<file path="src/rtl/gigex_rx_cmd_deframer.sv">
// Deframes GigEx receive bytes on one channel into 32-bit MSB-first commands,
// buffers them in a FWFT FIFO and throttles GigEx through the nRF flags.
//
// state  | meaning
// S_IDLE | waiting for byte 0 (bits 31:24)
// S_B1   | byte 0 held, waiting for bits 23:16
// S_B2   | bytes 0-1 held, waiting for bits 15:8
// S_B3   | bytes 0-2 held, next byte completes and pushes the word
module gigex_rx_cmd_deframer #(
  parameter int CHANNEL   = 0,
  parameter int DEPTH     = 16,
  parameter int SKID      = 4,
  parameter int TIMEOUT   = 1024,
  parameter int CNT_WIDTH = 16
) (
  input  logic                     clk,
  input  logic                     rst,
  input  logic [7:0]               Q,
  input  logic                     nRx,
  input  logic [2:0]               RC,
  output logic [7:0]               nRF,
  output logic [31:0]              cmd_out,
  output logic                     cmd_valid,
  input  logic                     cmd_ready,
  output logic [$clog2(DEPTH):0]   fifo_level,
  output logic [CNT_WIDTH-1:0]     frame_count,
  output logic [CNT_WIDTH-1:0]     drop_count,
  output logic [CNT_WIDTH-1:0]     timeout_count
);

  localparam int AW = $clog2(DEPTH);
  localparam int LW = AW + 1;
  localparam int TW = $clog2(TIMEOUT);
  localparam logic [TW-1:0]        IDLE_LOAD = TW'(TIMEOUT - 1);
  localparam logic [LW-1:0]        FULL_LVL  = LW'(DEPTH);
  localparam logic [LW-1:0]        THRESH    = LW'(DEPTH - SKID);
  localparam logic [CNT_WIDTH-1:0] CNT_MAX   = '1;

  typedef enum logic [1:0] {S_IDLE = 2'd0, S_B1 = 2'd1, S_B2 = 2'd2, S_B3 = 2'd3} state_t;

  state_t          state;
  logic [23:0]     asm_q;
  logic [TW-1:0]   idle_cnt;
  logic [31:0]     mem [DEPTH];
  logic [AW-1:0]   wr_ptr;
  logic [AW-1:0]   rd_ptr;
  logic            nrf_ok;

  logic accept, push_req, full, do_push, do_pop, tmo_fire;

  assign accept   = !nRx && (RC == 3'(CHANNEL));
  assign push_req = accept && (state == S_B3);
  assign full     = (fifo_level == FULL_LVL);
  assign do_push  = push_req && !full;
  assign do_pop   = cmd_valid && cmd_ready;
  assign tmo_fire = !accept && (state != S_IDLE) && (idle_cnt == '0);

  // Idle timer is a down-counter reloaded on every accepted byte; terminal count
  // is reached after TIMEOUT consecutive cycles without one.
  always_ff @(posedge clk or negedge rst) begin
    if (!rst) begin
      state    <= S_IDLE;
      asm_q    <= '0;
      idle_cnt <= '0;
    end else if (accept) begin
      idle_cnt <= IDLE_LOAD;
      case (state)
        S_IDLE: begin asm_q[23:16] <= Q; state <= S_B1; end
        S_B1:   begin asm_q[15:8]  <= Q; state <= S_B2; end
        S_B2:   begin asm_q[7:0]   <= Q; state <= S_B3; end
        S_B3:   state <= S_IDLE;
        default: state <= S_IDLE;
      endcase
    end else if (state != S_IDLE) begin
      if (idle_cnt == '0) begin
        state <= S_IDLE;
        asm_q <= '0;
      end else begin
        idle_cnt <= idle_cnt - 1'b1;
      end
    end
  end

  always_ff @(posedge clk) begin
    if (do_push) mem[wr_ptr] <= {asm_q, Q};
  end

  always_ff @(posedge clk or negedge rst) begin
    if (!rst) begin
      wr_ptr     <= '0;
      rd_ptr     <= '0;
      fifo_level <= '0;
    end else begin
      if (do_push) wr_ptr <= wr_ptr + 1'b1;
      if (do_pop)  rd_ptr <= rd_ptr + 1'b1;
      case ({do_push, do_pop})
        2'b10:   fifo_level <= fifo_level + 1'b1;
        2'b01:   fifo_level <= fifo_level - 1'b1;
        default: fifo_level <= fifo_level;
      endcase
    end
  end

  assign cmd_valid = (fifo_level != '0);
  assign cmd_out   = cmd_valid ? mem[rd_ptr] : 32'h0;

  always_ff @(posedge clk or negedge rst) begin
    if (!rst) begin
      frame_count   <= '0;
      drop_count    <= '0;
      timeout_count <= '0;
      nrf_ok        <= 1'b0;
    end else begin
      nrf_ok <= (fifo_level < THRESH);
      if (do_push && frame_count != CNT_MAX)             frame_count   <= frame_count + 1'b1;
      if (push_req && full && drop_count != CNT_MAX)     drop_count    <= drop_count + 1'b1;
      if (tmo_fire && timeout_count != CNT_MAX)          timeout_count <= timeout_count + 1'b1;
    end
  end

  // Only the served channel ever reports "not full"; the rest stay throttled.
  assign nRF = nrf_ok ? (8'h01 << CHANNEL) : 8'h00;

endmodule

</file>
<file path="config.mk">
export PLATFORM = sky130hd
export DESIGN_NAME = gigex_rx_cmd_deframer
export DESIGN_NICKNAME = d
export VERILOG_FILES = /design/src/rtl/gigex_rx_cmd_deframer.sv
export SDC_FILE = /design/constraint.sdc
export NUM_CORES = 1
export LEC_CHECK = 0
export ABC_AREA = 0
export BUFFER_PORTS_ARGS = -buffer_cell sky130_fd_sc_hd__buf_4
export CORE_MARGIN = 2
export CORE_UTILIZATION = 25
export CTS_CLUSTER_SIZE = 28
export DETAILED_ROUTE_END_ITERATION = 7
export HOLD_SLACK_MARGIN = 0.12
export REMOVE_ABC_BUFFERS = 1
export SYNTH_ARGS = -nofsm -noshare
export SYNTH_HDL_FRONTEND = slang
export SYNTH_SLANG_ARGS = --single-unit
</file>
<file path="constraint.sdc">
create_clock -name clk -period 4.3 [get_ports clk]
set_input_delay 0.86 -clock clk [delete_from_list [all_inputs] [get_ports clk]]
set_output_delay 0.86 -clock clk [all_outputs]
set_load 0.02 [all_outputs]
</file>
==> results of run 1 <==
[cells in the final DEF, fill, tap and decap left out, types with 5 or more instances in the layout]
cell / count
edfxtp_1: 512
mux4_2: 128
buf_4: 128
dfrtp_1: 95
nand2_1: 87
mux2i_1: 64
clkbuf_16: 59
xnor2_1: 33
o22ai_1: 32
o21ai_0: 32
nor2_1: 27
xor2_1: 26
nand4_1: 18
ha_1: 17
buf_12: 17
inv_1: 16
nand3_1: 16
clkbuf_1: 15
and2_2: 12
and3_1: 11
bufinv_16: 9
mux2_2: 7
and4_1: 7
conb_1: 7
clkinv_1: 7
nor3_1: 6
a21oi_1: 6
clkinv_2: 6
a31oi_1: 5
[logic make-up after synthesis]
| kind of cell | synth area share [%] |
|---|---|
| adder cells (fa/ha/maj) | 0.880 |
| AND/OR/NAND/NOR | 4.36 |
| XOR/XNOR | 2.14 |
| buffers and inverters | 1.44 |
| flip-flops | 73.8 |
| AO/OA/AOI/OAI | 2.48 |
| other | 0.0155 |
| multiplexers | 14.9 |
[state kept, by name (all words and copies together), names as in the netlist]
| signal | count |
|---|---|
| asm_q | 24 |
| drop_count | 16 |
| fifo_level | 5 |
| frame_count | 16 |
| idle_cnt | 10 |
| mem | 512 |
| nrf_ok | 1 |
| rd_ptr | 4 |
| state | 2 |
| timeout_count | 16 |
| wr_ptr | 4 |
[worst reg2reg max path, stage by stage, from the launching register on]
cell	delay [ns]
dfrtp_1	0.47
nor4_2	0.29
buf_4	0.17
nand2b_1	0.16
and2_1	0.30
ha_1	0.34
xor2_1	0.19
ha_1	0.23
o211a_1	0.24
o31ai_1	0.20
a31oi_1	0.08
xor2_1	0.16
[area by class of cell]
| cell class | count | area, sq um |
|---|---|---|
| clock buffer | 78 | 1590 |
| clock inverter | 32 | 452 |
| fill | 9365 | 67400 |
| inverter | 17 | 66.3 |
| multi-input combinational | 584 | 6040 |
| sequential | 610 | 17800 |
| tap | 1276 | 1600 |
| timing repair buffer | 146 | 1310 |
[power groups by stage]
stage                     registers [uW]  clock network [uW]  logic [uW]
after floorplan                     8170                   0        2960
after global placement              7990                   0        4840
after detailed placement            8060                   0        4870
after CTS                           7930                5540        4880
after global routing                8020                5760        5100
final                               7900                5400        4710
[Yosys cell counts (2+ instances only)]
library cell and instances:
mux2i_1 64, buf_4 9, a31oi_1 5, nor2_1 27, or4_1 2, nor3b_1 3, o211ai_1 2, inv_1 16
mux2_2 7, o21ai_0 32, xor2_1 26, nand3_1 16, nor3_1 6, clkbuf_1 32, buf_2 13, buf_1 8
dfrtp_1 98, ha_1 17, nand2_1 88, o311ai_0 2, nor4_1 2, and3_1 15, nand2b_1 2, and4_1 7
and2_1 16, mux4_2 128, a21oi_1 6, xnor2_1 33, edfxtp_1 512, o22ai_1 32, nor4_2 2, or2_2 2
o41ai_1 2, or3_1 3, nand4_1 18
[repair_timing]
item / CTS / global route
buffers inserted: 0 / 0
hold buffers: 1 / 0
endpoints found under the hold margin: 18 / 0
[through the flow]
step	worst slack, ns	setup TNS (ns)
after floorplan	-2.68	-91.07
after global placement	0.638	0
after detailed placement	0.675	0
after CTS	0.256	0
after global routing	0.173	0
final	0.355	0
[path summary, 6_finish.rpt]
kind,from,end
worst min-delay path,drop_count[5]$_DFFE_PN0P_,drop_count[5]$_DFFE_PN0P_
worst min register to register,drop_count[5]$_DFFE_PN0P_,drop_count[5]$_DFFE_PN0P_
worst max register to register,fifo_level[1]$_DFFE_PN0P_,fifo_level[4]$_DFFE_PN0P_
max in group asynchronous,rst,rd_ptr[0]$_DFFE_PN0P_
min in group asynchronous,rst,timeout_count[5]$_DFFE_PN0P_
worst max-delay path,rd_ptr[0]$_DFFE_PN0P_,cmd_out[19]
[per-layer routing]
metal  vias to the layer above  wire (um)
li1                       5349          -
met1                      6412      24000
met2                       349      25500
met3                        71       3030
met4                         2       1080
met5                         -          7
==> flow_summary.ini, run 1 <==
[power]
p_seq_share_pct = 43.9
sw_frac_of_total_pct = 30.6
pwr-share-clk_pct = 30.0
power.internal_uw = 12500
leakagePower_uw = 0.00988
finalPower_uw = 18000
ir_drop_v = 0.000466
switchingPower_uw = 5510
powerDensity_nw_per_um2 = 624
power_frac_comb_pct = 26.2

[drt]
drc_errors = 0
routed_wl_mm = 53.6
drt-vias-per-instance = 4.44
detail-route-antenna-nets = 0
drtPass1Iterations = 5
first_iter_violations = 1083
wl_per_cell_um = 19.5
vias = 12200

[die]
rows = 114
die_y_um = 315
die_w_um = 315
die-area_sq_um = 99100
fp.coreArea_sq_um = 96300
start_util_pct = 25.1
io_pins = 109

[outcome]
status = completed

[global_routing]
met3_usage_pct = 2.10
grt-ovfl-total = 0
grt.total_usage_pct = 10.8
antenna_found_initial = 1
first_global_vias = 12700
grt_pass1_wl_mm = 81.0
met2_usage_pct = 17.5
top_usage_layer = met2
grt_max_degree = 74
grt.met1_usage_pct = 14.8

[yosys]
syn_avg_cell_area_sq_um = 19.1
synth_ff_type = edfxtp_1
syn-instance-count = 1267
synth_top_area_share_pct = 63.6
synth_warnings = 0
synthArstFlopShare_pct = 16.1
synth_top_cell_by_area = edfxtp_1
yosysSeqAreaShare_pct = 73.8
yosys-top-cells-area = edfxtp_1 64%, mux4_2 12%, dfrtp_1 10%
synthDistinctLibCells = 49
syn_area_sq_um = 24200
ys_ff_latch = 610
synth-edff-count = 512

[cts]
path_clk_slew_ns = 0.06
cts_tree = yes
clockBufferDepth = 3
clock_latency_ns = 0.64
cts_resized = 0
numCtsBuffers = 59
htreeDepth = 2
cts_sinks = 610
root_buffer = clkbuf_16

[critical_path]
worstPathRequired_ns = 3.44
rrSetupSlack_ns = 1.34
cp_num_cells = 5
r2r.worst_path.cells = 11
path_cells = buf_12, mux4_2, mux2i_1, o22ai_1, buf_4
critPathSlowestCell = dfrtp_4
cp_num_buf_inv = 2
crit_arrival_ns = 3.08
crit_fanout = 33
path_class = flop to primary output
endpoint_kind = primary output
slowest_delay_ns = 0.88
startpoint_type = flop
critPathTopFamily = flip-flops

[placement]
postPlaceCellArea_sq_um = 26800
io_buffers = 101
placed_cells = 2632
place_congestion = 0.763
dp_hpwl_mm = 32.6

[sta]
whs_ns = 0.502
worst_pin_slew_ns = 0.973
report.final.setup_viol = 0
drv_slew = 0
fmax_ghz = 0.253
rsz0062_at_grt = no
fin_worst_skew_ns = 0.0294
hold_viol = 0
slew_headroom_pct = 34.9
min_period_ns = 3.94
post-route-period-util_pct = 91.7

[finish]
drive_gt1_share_pct = 27.3
antenna_cells = 0
design_area_sq_um = 28900
nets = 1450
syn_to_final_growth_pct = 19.6
fin_util_pct = 30.0
finalNonFillerCells = 2743

[min_path]
hold_path_depth = 1
min_path_type = flop to flop

[run]
maxCapViolations = 0
(Power assumes the default switching activity.)
==> inputs of run 2 (changes only) <==
--- a/config.mk
+++ b/config.mk
@@ -7,8 +7,9 @@
 export LEC_CHECK = 0
 export ABC_AREA = 0
 export BUFFER_PORTS_ARGS = -buffer_cell sky130_fd_sc_hd__buf_4
-export CORE_MARGIN = 2
+export CORE_ASPECT_RATIO = 1.5
 export CORE_UTILIZATION = 25
+export CTS_BUF_LIST = sky130_fd_sc_hd__clkbuf_2 sky130_fd_sc_hd__clkbuf_4 sky130_fd_sc_hd__clkbuf_8
 export CTS_CLUSTER_SIZE = 28
 export DETAILED_ROUTE_END_ITERATION = 7
 export HOLD_SLACK_MARGIN = 0.12
==> run 2 against run 1 <==
Critical path depth unchanged. Sequential cell count did not move. Combinational power about the same. Critical path type unchanged. Critical endpoint is now cmd_out[2].
==> flow_summary.ini, run 2 (synthesis gave the netlist of run 1 again) <==
[outcome]
status = completed

[finish]
drive_gt1_share_pct = 30.1
fin_util_pct = 30.0
finalNonFillerCells = 2792
nets = 1479
final_cell_mix = 512 x edfxtp_1, 128 x mux4_2, 123 x buf_4, 95 x dfrtp_1, 95 x clkbuf_8
mostFrequentLayoutCell = edfxtp_1
largest-register = mem
largest_reg_flops = 512
design_area_sq_um = 28700
largestRegisters = mem x512, asm_q x24
syn_to_final_growth_pct = 18.8

[run]
maxCapViolations = 0

[placement]
placed_cells = 2624
io_buffers = 101
postPlaceCellArea_sq_um = 26900
dpl_worst_slack_ns = 0.620
place_congestion = 0.748
dp_hpwl_mm = 34.1

[power]
powerDensity_nw_per_um2 = 604
power.internal_uw = 11800
leakagePower_uw = 0.00986
pwr-share-clk_pct = 26.9
switchingPower_uw = 5550
power_frac_comb_pct = 27.2
ir_drop_v = 0.000265
p_seq_share_pct = 45.8
sw_frac_of_total_pct = 32.0

[cts]
htreeDepth = 3
root_buffer = clkbuf_8
clockBufferDepth = 3
clock_latency_ns = 0.71
path_clk_slew_ns = 0.06
cts_sinks = 610
numCtsBuffers = 90
cts_tree = yes
cts_resized = 0
post_cts_buffers = 0
hold_buffers = 0

[sta]
worst_pin_slew_ns = 0.988
setup_ws_ns = 0.297
fin_worst_skew_ns = 0.0548
hold_viol = 0
min_period_ns = 4.00
drv_slew = 0
fmax_ghz = 0.250
post-route-period-util_pct = 93.1
slew_headroom_pct = 34.2
report.final.setup_viol = 0
rsz0062_at_grt = no
whs_ns = 0.283

[critical_path]
r2r.worst_path.cells = 10
worstPathRequired_ns = 3.44
endpoint_kind = primary output
crit_fanout = 36
startpoint_type = flop
crit_arrival_ns = 3.14
path_class = flop to primary output

[drt]
vias = 12100
routed_wl_mm = 54.9
detail-route-antenna-nets = 0
wl_per_cell_um = 19.7
drc_errors = 0
first_iter_violations = 644
drt-vias-per-instance = 4.34
drtPass1Iterations = 5

[global_routing]
grt.total_usage_pct = 11.2
grt-ovfl-total = 0
grt_pass1_wl_mm = 82.9
first_global_vias = 13300
antenna_found_initial = 5
grt_max_degree = 76

[min_path]
min_path_type = primary input to asynchronous set/reset pin

[die]
io_pins = 109
fp.coreArea_sq_um = 95700
die_y_um = 383
rows = 139
start_util_pct = 25.3
die-area_sq_um = 97900
die_w_um = 256
[run 2: area by class of cell]
| type | count | area [sq um] |
|---|---|---|
| multi-input cells | 584 | 6050 |
| repair buffers | 144 | 1340 |
| well taps | 1269 | 1590 |
| diodes | 1 | 2.50 |
| clock inverters | 41 | 269 |
| clock buffers | 126 | 1540 |
| fillers | 9404 | 67000 |
| inverters | 17 | 66.3 |
| flip-flops and latches | 610 | 17800 |
[run 2: layer usage]
layer  global-route usage, %  vias to the layer above  wire (um)
met4                    4.05                        6       1360
met3                    2.68                       97       3000
met2                    20.5                      310      29300
li1                        -                     5426          -
met5                       0                        -         36
met1                    12.7                     6274      21200
[run 2: power groups by stage]
stage / sequential, uW / combinational, uW / clock, uW
3_5_place_dp: 8090 / 4870 / 0
3_3_place_gp: 8030 / 4830 / 0
6_report: 7950 / 4720 / 4670
2_1_floorplan: 8170 / 2960 / 0
5_1_grt: 8050 / 5120 / 5030
4_1_cts: 7970 / 4890 / 4810
[run 2: worst max-delay path: stages, from the launching register on]
cell and delay, ns:
dfrtp_4 0.99, buf_4 0.34, mux4_2 0.53, mux2i_1 0.19, o22ai_1 0.16, buf_4 0.21
[run 2: worst paths after layout]
path | startpoint | endpoint | slack (ns)
max | rd_ptr[0]$_DFFE_PN0P_ | cmd_out[2] | 0.30
min | rst | timeout_count[6]$_DFFE_PN0P_ | 0.28
max reg2reg | fifo_level[1]$_DFFE_PN0P_ | fifo_level[4]$_DFFE_PN0P_ | 1.08
min reg2reg | drop_count[5]$_DFFE_PN0P_ | drop_count[5]$_DFFE_PN0P_ | 0.50
max in group asynchronous | rst | asm_q[13]$_DFFE_PN0P_ | 2.98
min in group clk | Q[4] | mem[4][4]$_DFFE_PP_ | 0.50
[run 2: stage by stage]
step / total power (uW) / setup TNS (ns)
3_3_place_gp: 12900 / 0
2_1_floorplan: 11100 / -91.07
6_report: 17300 / 0
5_1_grt: 18200 / 0
4_1_cts: 17700 / 0
3_5_place_dp: 13000 / 0
==> inputs of run 3 (changes only) <==
--- a/config.mk
+++ b/config.mk
@@ -8,10 +8,11 @@
 export ABC_AREA = 0
 export BUFFER_PORTS_ARGS = -buffer_cell sky130_fd_sc_hd__buf_4
 export CORE_ASPECT_RATIO = 1.5
-export CORE_UTILIZATION = 25
+export CORE_UTILIZATION = 33
 export CTS_BUF_LIST = sky130_fd_sc_hd__clkbuf_2 sky130_fd_sc_hd__clkbuf_4 sky130_fd_sc_hd__clkbuf_8
 export CTS_CLUSTER_SIZE = 28
 export DETAILED_ROUTE_END_ITERATION = 7
+export GPL_TIMING_DRIVEN = 0
 export HOLD_SLACK_MARGIN = 0.12
 export REMOVE_ABC_BUFFERS = 1
 export SYNTH_ARGS = -nofsm -noshare
==> run 3 against run 2 <==
Register-to-register slack got worse by 0.12 ns. Worst setup slack got worse by 0.077 ns. Sequential cell count did not move. Global-route usage rose by 3.6 points. Final cell count fell by 13%. Power barely moved. First-iteration DRC count rose by 27%. Maximum frequency fell by 1.9%. Clock skew fell by 0.025 ns. Core utilization rose by 9.1 points. Largest power group unchanged.
==> flow_summary.ini, run 3 (synthesis gave the netlist of run 1 again) <==
[outcome]
status = completed

[global_routing]
antenna_found_initial = 3
grt_pass1_wl_mm = 81.9
grt.total_usage_pct = 14.9
grt-ovfl-total = 0
first_global_vias = 13300
grt_max_degree = 99

[finish]
largest_reg_flops = 512
syn_to_final_growth_pct = 17.2
drive_gt1_share_pct = 29.6
mostFrequentLayoutCell = edfxtp_1
largestRegisters = mem x512, asm_q x24
nets = 1462
largest-register = mem
fin_util_pct = 39.1
finalNonFillerCells = 2424
final_cell_mix = 512 x edfxtp_1, 128 x mux4_2, 100 x clkbuf_8, 100 x buf_4, 95 x dfrtp_1

[die]
io_pins = 109
start_util_pct = 33.3
fp.coreArea_sq_um = 72500
rows = 121
die_y_um = 333
die_w_um = 223
die-area_sq_um = 74300

[sta]
fmax_ghz = 0.245
slew_headroom_pct = 27.0
post-route-period-util_pct = 94.9
rsz0062_at_grt = no
min_period_ns = 4.08
finalSetupTns_ns = 0
hold_viol = 0
drv_slew = 0
fin_worst_skew_ns = 0.0298
report.final.setup_viol = 0
worst_pin_slew_ns = 1.09

[drt]
drc_errors = 0
drtPass1Iterations = 5
wl_per_cell_um = 22.3
first_iter_violations = 820
routed_wl_mm = 54.1
drt-vias-per-instance = 5.09
vias = 12300
detail-route-antenna-nets = 0

[placement]
placed_cells = 2259
dp_hpwl_mm = 31.4
io_buffers = 101
place_congestion = 0.736

[power]
power_frac_comb_pct = 27.0
sw_frac_of_total_pct = 30.7
switchingPower_uw = 5330
pwr-share-clk_pct = 27.7
leakagePower_uw = 0.00986
ir_drop_v = 0.000457
p_seq_share_pct = 45.4
powerDensity_nw_per_um2 = 613
power.internal_uw = 12000

[critical_path]
startpoint_type = flop
crit_arrival_ns = 3.22
worstPathRequired_ns = 3.44
path_class = flop to primary output
crit_fanout = 21
r2r.worst_path.cells = 10
endpoint_kind = primary output

[run]
maxCapViolations = 0

[cts]
numCtsBuffers = 88
root_buffer = clkbuf_8
clockBufferDepth = 3
cts_resized = 0
path_clk_slew_ns = 0.06
clock_latency_ns = 0.67
cts_tree = yes
htreeDepth = 3
cts_sinks = 610

[min_path]
min_path_type = flop to flop
hold_path_depth = 1
## run 3: changes by cell type in the layout (fill, tap and decap cells not counted), sizes merged
cell	before	now
inv	21	20
buf	144	128
dlygate4sd3	0	1
clkinvlp	2	3
bufinv	1	4
clkinv	34	24
clkbuf	126	127
## run 3: per-layer routing
metal,GRT usage (%),wire (um),vias to the layer above
li1,-,-,5378
met1,18.5,22300,6493
met2,25.4,27500,359
met3,3.01,2820,96
met4,5.80,1470,4
met5,0,18,-
## run 3: what timing repair did
action | CTS | global route
hold endpoints to repair | 0 | 21
setup endpoints to repair | 0 | 3
setup buffers | 0 | 1
hold buffers | 0 | 1
## run 3: path summary, 6_finish.rpt
kind / start / to / slack (ns)
max reg2reg: fifo_level[1]$_DFFE_PN0P_ / fifo_level[4]$_DFFE_PN0P_ / 0.96
max in group asynchronous: rst / rd_ptr[0]$_DFFE_PN0P_ / 2.97
min in group asynchronous: rst / asm_q[23]$_DFFE_PN0P_ / 0.62
min: drop_count[5]$_DFFE_PN0P_ / drop_count[5]$_DFFE_PN0P_ / 0.49
max: fifo_level[1]$_DFFE_PN0P_ / cmd_out[4] / 0.22
min reg2reg: drop_count[5]$_DFFE_PN0P_ / drop_count[5]$_DFFE_PN0P_ / 0.49
## run 3: power by group through the flow
stage	Combinational (uW)	Clock [uW]	Sequential, uW
after CTS	4750	4920	7910
after floorplan	2960	0	8170
final	4680	4800	7870
after global placement	3930	0	8440
after global routing	5080	5180	7970
after detailed placement	4740	0	8040
## run 3: layout make-up
cell class | instances | area (sq um)
fillers | 6412 | 44200
flip-flops and latches | 610 | 17800
multi-input cells | 584 | 6040
clock buffers | 127 | 1580
repair buffers | 129 | 1360
well taps | 922 | 1150
clock inverters | 34 | 282
inverters | 17 | 66.3
diodes | 1 | 2.50
## run 3: critical path: stages (launching register included)
cell	delay, ns
dfrtp_1	0.48
nor4_2	0.57
nand2b_1	0.30
nand2b_2	0.45
buf_12	0.27
o22ai_1	0.24
buf_4	0.23
## run 3: stage by stage
step	area, sq um	hold slack (ns)	total power (uW)	setup slack [ns]
floorplan	23900	0.478	11100	-2.68
global placement	25800	0.485	12400	-5.54
detailed placement	26400	0.479	12800	0.116
CTS	28300	0.459	17600	0.0400
global route	28300	0.495	18200	0.0557
finish	28300	0.493	17400	0.220
